### config.mk
export PLATFORM = sky130hd
export DESIGN_NAME = refill_line_writer
export DESIGN_NICKNAME = d
export VERILOG_FILES = /design/src/rtl/refill_line_writer.sv
export SDC_FILE = /design/constraint.sdc
export NUM_CORES = 1
export LEC_CHECK = 0
export BUFFER_PORTS_ARGS = -buffer_cell sky130_fd_sc_hd__clkbuf_2
export CAP_MARGIN = 5
export CORE_AREA = 2 2 121 76
export CTS_CLUSTER_SIZE = 12
export DETAILED_ROUTE_END_ITERATION = 8
export DIE_AREA = 0 0 123 78
export PLACE_DENSITY = 0.84
export SLEW_MARGIN = 25
export SYNTH_ARGS = -nofsm -noshare
export SYNTH_HDL_FRONTEND = slang
export SYNTH_SLANG_ARGS = --single-unit
### constraint.sdc
create_clock -name clk -period 2.1 [get_ports clk]
set_input_delay 0.21 -clock clk [delete_from_list [all_inputs] [get_ports clk]]
set_output_delay 0.21 -clock clk [all_outputs]
set_load 0.1 [all_outputs]
### src/rtl/refill_line_writer.sv
// Refill write stage: collects a wrapping 64-bit burst and writes it to the data RAM.
// Optional critical-word forwarding is enabled with `define REFILL_CRIT_FWD_EN.
module refill_line_writer #(
    parameter  int SET_NUM    = 64,
    parameter  int LINE_WORDS = 8,
    localparam int IDX_W      = $clog2(SET_NUM),
    localparam int OFF_W      = $clog2(LINE_WORDS),
    localparam int AW         = IDX_W + OFF_W
) (
    input  logic             clk,
    input  logic             rst_n,
    input  logic             req_valid,
    output logic             req_ready,
    input  logic [IDX_W-1:0] req_index,
    input  logic [OFF_W-1:0] req_offset,
    input  logic             r_valid,
    output logic             r_ready,
    input  logic [63:0]      r_data,
    input  logic             r_last,
    output logic             ram_wen,
    output logic [AW-1:0]    ram_waddr,
    output logic [63:0]      ram_wdata,
    output logic             done,
    output logic             err,
    output logic             crit_valid,
    output logic [63:0]      crit_data
);

    typedef enum logic {
        IDLE,
        FILL
    } state_e;

    localparam logic [OFF_W-1:0] LAST_CNT = OFF_W'(LINE_WORDS - 1);

    state_e             state_q, state_d;
    logic [IDX_W-1:0]   idx_q, idx_d;
    logic [OFF_W-1:0]   off_q, off_d;
    logic [OFF_W-1:0]   cnt_q, cnt_d;
    logic               eacc_q, eacc_d;
    logic               wen_q, wen_d;
    logic [AW-1:0]      waddr_q, waddr_d;
    logic [63:0]        wdata_q, wdata_d;
    logic               done_q, done_d;
    logic               err_q, err_d;
    logic               start;
    logic               beat;

    assign start = (state_q == IDLE) && req_valid;
    assign beat  = (state_q == FILL) && r_valid;

    // Next-state, write-port and handshake logic; r_ready comes from state only
    always_comb begin
        state_d   = state_q;
        idx_d     = idx_q;
        off_d     = off_q;
        cnt_d     = cnt_q;
        eacc_d    = eacc_q;
        wen_d     = 1'b0;
        waddr_d   = waddr_q;
        wdata_d   = wdata_q;
        done_d    = 1'b0;
        err_d     = 1'b0;
        req_ready = 1'b0;
        r_ready   = 1'b0;
        unique case (state_q)
            IDLE: begin
                req_ready = 1'b1;
                if (req_valid) begin
                    idx_d   = req_index;
                    off_d   = req_offset;
                    cnt_d   = '0;
                    eacc_d  = 1'b0;
                    state_d = FILL;
                end
            end
            FILL: begin
                r_ready = 1'b1;
                if (r_valid) begin
                    wen_d   = 1'b1;
                    waddr_d = {idx_q, off_q};
                    wdata_d = r_data;
                    off_d   = off_q + OFF_W'(1);
                    cnt_d   = cnt_q + OFF_W'(1);
                    if (cnt_q == LAST_CNT) begin
                        state_d = IDLE;
                        done_d  = 1'b1;
                        err_d   = eacc_q | ~r_last;
                    end else begin
                        eacc_d = eacc_q | r_last;
                    end
                end
            end
            default: state_d = IDLE;
        endcase
    end

    // State and registered RAM write port; reset clears a write in flight
    always_ff @(posedge clk or negedge rst_n) begin
        if (!rst_n) begin
            state_q <= IDLE;
            idx_q   <= '0;
            off_q   <= '0;
            cnt_q   <= '0;
            eacc_q  <= 1'b0;
            wen_q   <= 1'b0;
            waddr_q <= '0;
            wdata_q <= '0;
            done_q  <= 1'b0;
            err_q   <= 1'b0;
        end else begin
            state_q <= state_d;
            idx_q   <= idx_d;
            off_q   <= off_d;
            cnt_q   <= cnt_d;
            eacc_q  <= eacc_d;
            wen_q   <= wen_d;
            waddr_q <= waddr_d;
            wdata_q <= wdata_d;
            done_q  <= done_d;
            err_q   <= err_d;
        end
    end

    assign ram_wen   = wen_q;
    assign ram_waddr = waddr_q;
    assign ram_wdata = wdata_q;
    assign done      = done_q;
    assign err       = err_q;

`ifdef REFILL_CRIT_FWD_EN
    logic        first_q;
    logic        cv_q;
    logic [63:0] cd_q;

    // Forward the first accepted beat of each fill one cycle after accept
    always_ff @(posedge clk or negedge rst_n) begin
        if (!rst_n) begin
            first_q <= 1'b0;
            cv_q    <= 1'b0;
            cd_q    <= '0;
        end else begin
            cv_q <= 1'b0;
            if (start) begin
                first_q <= 1'b1;
            end else if (beat) begin
                first_q <= 1'b0;
                if (first_q) begin
                    cv_q <= 1'b1;
                    cd_q <= r_data;
                end
            end
        end
    end

    assign crit_valid = cv_q;
    assign crit_data  = cd_q;
`else
    assign crit_valid = 1'b0;
    assign crit_data  = '0;
`endif

endmodule

# == Yosys cells after proc, flatten, opt, wreduce, memory -nomap -nowiden ==
# Cells that the tools add are included.
# word_totals
ff_bits,90
input_bits,78
output_inout_bits,143
word_cells,48
# classes
add_sub_neg,2
n_eq_ne,4
n_mux,24
bitwise_logic,4
n_reduce_logical,4
# ops
cell,n
$mux W1,16
$mux W3,4
$pmux W3 S2,2
$add A3 B1 Y3 const B,2
$ne A2 B2 Y1 const B,3
$reduce_and A2 Y1,3
$pmux W1 S2,2
$eq A3 B3 Y1 const B,1
$reduce_and A3 Y1,1
$not A1 Y1,2
$or A1 B1 Y1,2

# == Longest topological paths before layout ==
# depth
word_depth,5
depth_mapped,4
ltp_nobuf,4

# == Worst setup path before layout ==
# OpenSTA, ideal clock, no wires.
# synth_timing
path_type,reg2reg
from,register state_q
to,register off_q[2]
setup_time_ns,0.104
arrival_ns,2.072
t_required_ns,1.996
path_slack_ns,-0.076
path_stages_with_launch,4
n_path_buf,1
synth_period_minus_slack_ns,2.176
cell_sequence,dfrtp_1 buf_2 inv_1 a221oi_1
# synth_between
elab_chain_cells,3
word_cells_on_any_way,5
cone_classes,eq/ne (2); mux (1); bitwise (1); reduce/logical (1)
# synth_rtl
element,line,rtl
start: declaration,36,"state_e state_q, state_d;"
start signal: assignment,112,state_q <= state_d;
$not A1 Y1 (no line),--,
$ne A2 B2 Y1 (no line),--,
$reduce_and A2 Y1 (no line),--,
end signal: assignment,103,off_q <= '0;
end signal: assignment,114,off_q <= off_d;
end: declaration,38,"logic [OFF_W-1:0] off_q, off_d;"
# Several ways; a longest one is shown, not always the timed one.
# A chain may end at the register's enable or synchronous reset.

# == Worst setup path in the final report ==
# layout_timing
from,register state_q
to,output req_ready
# layout_between
elab_chain_cells,1
# layout_rtl
element,line,rtl
$mux W1,66,unique case (state_q)
end: declaration,13,"output logic req_ready,"
# No other way between the ends.

==> results list <==
* Unrepaired setup endpoints after global routing: no
- Number of instances in the synthesized netlist: 281
- Clock sinks: 90
- The die is 123 um wide.
* Clock latency at the later pin of the worst-skew pair: 330 ps
- TritonCTS clock tree: built
- Share of final-layout standard cells stronger than drive strength 1: 57.5%
* Outcome: complete, no violations
- Crit. End Element: primary output
- Number of primary I/O pins: about 220
- Data arrival at the endpoint of the critical path: 1510 ps
* Global-route track usage on met3: 7.06%
* Largest buffer count on any clock path: 2
* Global-route wire length before repair: 11,900 um
- In this run, the number of DRC markers left after iteration 0 of detailed routing was 57.
* HPWL Detailed: 5940 um
* Overall fraction of global-route tracks in use: 16.4%
* Crit-path max FO: 15
* Library cell used as clock root buffer: sky130_fd_sc_hd__clkbuf_16
* Clock skew after layout: 4.21 ps
- Number of antenna violations at the first check in global routing: 0
- Achievable frequency: slightly below 600 MHz
- Final critical-path share of the clock period: 81.9%
- Slew at the pin closest to its max-slew limit: 625 ps
* Met2 Resource Use GR: between 20% and 30%
* Most congested layer reported by global routing: met2
- For this run, design rule violations remaining after detail routing come to 0.
- The worst hold path passes through 2 cells.
- The worst setup path is launched from a flip-flop.
- Worst path setup slack after routing: 381 ps
* CTS Buf Count: 9
- For the worst flop-to-flop path, the logic depth is 4.
* Die H: 78 um
- Wire per inst: 14.0 um
- Reg-to-Reg Start: state_q
- Post-synthesis to final-layout area growth: 23.5%
- The tightest min-delay check is of the in -> reg type.
- Number of routed nets with antenna violations: 0
* Overflow after GRT: 0
- Pre-CTS worst setup slack: 410 ps
* Fill cell instance count of the final layout: 681
- Worst slew margin relative to its limit: between 50% and 60%
* Post-Route Setup TNS: 0 ps
- Total number of nets in the final design: 520
- Fin. Hold Viols: 0
* Minimum clock period after layout: 1720 ps
- # port buffers: 155
* Clock H-tree levels: 3
* Total Wirelength: 7770 um
- Launching instance or port of the critical path: state_q
- Most frequent standard cell in the layout excluding fill and tap cells: sky130_fd_sc_hd__clkbuf_2
- Yosys printed 0 warnings.
- Die Footprint: 9590 um^2
* Count of endpoints failing setup in the final report: 0
- Across the run, the number of max-cap violations was 0.
- The number of global-route vias before repair is 2,433.
- For this configuration, the core starts out at a cell density of 47.3%.
- For met1 alone, demand over resource in global routing was 19.7%.
- Diodes inserted: 0
- The setup path with the least slack is of type reg -> out.
- Row count: 26
* Total number of vias: 2,450
- Total of flip-flops plus latches after synthesis: 90
- The first detailed-routing pass ran for 4 iterations.
* Post-synthesis instance area: roughly 4000 um^2
- Seq/Total Area, Yosys: 56.8%
- Commonest cells after routing, fill and taps aside: sky130_fd_sc_hd__clkbuf_2, sky130_fd_sc_hd__dfrtp_1, sky130_fd_sc_hd__mux2_2
- Routability congestion estimate from global placement: 0.766
- Post-CTS clock slew at the launch and capture registers of the worst setup and hold paths: 60 ps
- Via/cell ratio: 4.42
- Number of different library cells in the post-synthesis netlist: 26
- After synthesis, the mean cell area works out to 14.1 um^2.
- In this run the most critical hold path is launched from r_last.
- Data required time at the worst endpoint: 1890 ps
- Number of max-slew violations in the final report: 0
- Pin count of the biggest net entering global routing: 52
- The total area inside the core boundary comes to about 8400 um^2.
[state kept, by name, summed over array words and instances, names as in the netlist]
signal     flops
eacc_q         1
ram_waddr      9
err            1
off_q          3
done           1
state_q        1
ram_wdata     64
cnt_q          3
idx_q          6
ram_wen        1
[synthesized netlist by cell type, drive strengths merged]
library cell	number	area, um^2
a21boi	1	7.51
a221oi	1	8.76
and3	1	6.26
and4	1	8.76
buf	76	561
conb	1	3.75
dfrtp	90	2250
ha	3	37.5
inv	4	15.0
mux2	79	890
mux2i	6	60.1
nand2	3	13.8
nand2b	2	12.5
nand3	1	5.00
nand4b	1	8.76
nor2	2	7.51
nor2b	2	12.5
o211ai	1	7.51
o21ai	1	5.00
o221a	1	11.3
o22ai	1	6.26
o2bb2ai	2	17.5
xnor2	1	8.76
[what timing repair did]
item                                   4_1_cts  5_1_grt
gates resized for setup                      0        0
buffers inserted                             0        0
endpoints found under the hold margin       39        0
hold buffers                                 1        0
[stage by stage]
stage | utilization [%] | cells | hold slack (ps) | area (um^2)
6_report | 58.3 | 554 | 103 | 4900
4_1_cts | 58.3 | 554 | 93.8 | 4900
3_5_place_dp | 55.0 | 539 | 227 | 4610
2_1_floorplan | - | 345 | -85.6 | 4210
3_3_place_gp | 55.0 | 539 | 215 | 4610
5_1_grt | 58.3 | 554 | 95.4 | 4900
[worst max-delay path: stages (launching register included)]
cell	delay, ps
sky130_fd_sc_hd__dfrtp_2	500
sky130_fd_sc_hd__inv_1	190
sky130_fd_sc_hd__clkbuf_2	490
[final timing paths]
kind                       slack [ps]            end
max                               380      req_ready
min                               100            err
max reg2reg                       420  ram_wdata[58]
min reg2reg                       510  ram_wdata[52]
max in group asynchronous        1050        state_q
min in group asynchronous         390   ram_wdata[3]
[cell families (layout without fill, tap and decap cells)]
group	count (synthesis)	count (layout)	share of synthesized area [%]
AO/OA/AOI/OAI	8	8	1.61
adder cells (fa/ha/maj)	3	3	0.946
other	1	65	0.0945
XOR/XNOR	1	1	0.221
buffers and inverters	80	177	14.5
AND/OR/NAND/NOR	13	13	1.89
multiplexers	85	85	23.9
flip-flops	90	90	56.8
[routing by layer]
layer,share of wire [%],vias up
li1,-,1141
met1,39,1192
met2,50,108
met3,9.2,9
met4,1.3,0
met5,0,-
[layout make-up]
| type | instances | area, um^2 | area share, % |
|---|---|---|---|
| tap | 112 | 140 | 2.86 |
| sequential | 90 | 2250 | 46.0 |
| clock inverter | 4 | 45.0 | 0.920 |
| clock buffer | 10 | 229 | 4.68 |
| multi-input combinational | 175 | 1380 | 28.2 |
| timing repair buffer | 159 | 836 | 17.1 |
| inverter | 4 | 15.0 | 0.307 |
Power is left out: the tool's default activity adds up to more than one toggle a clock period on the data nets, which glitch-free logic cannot reach.
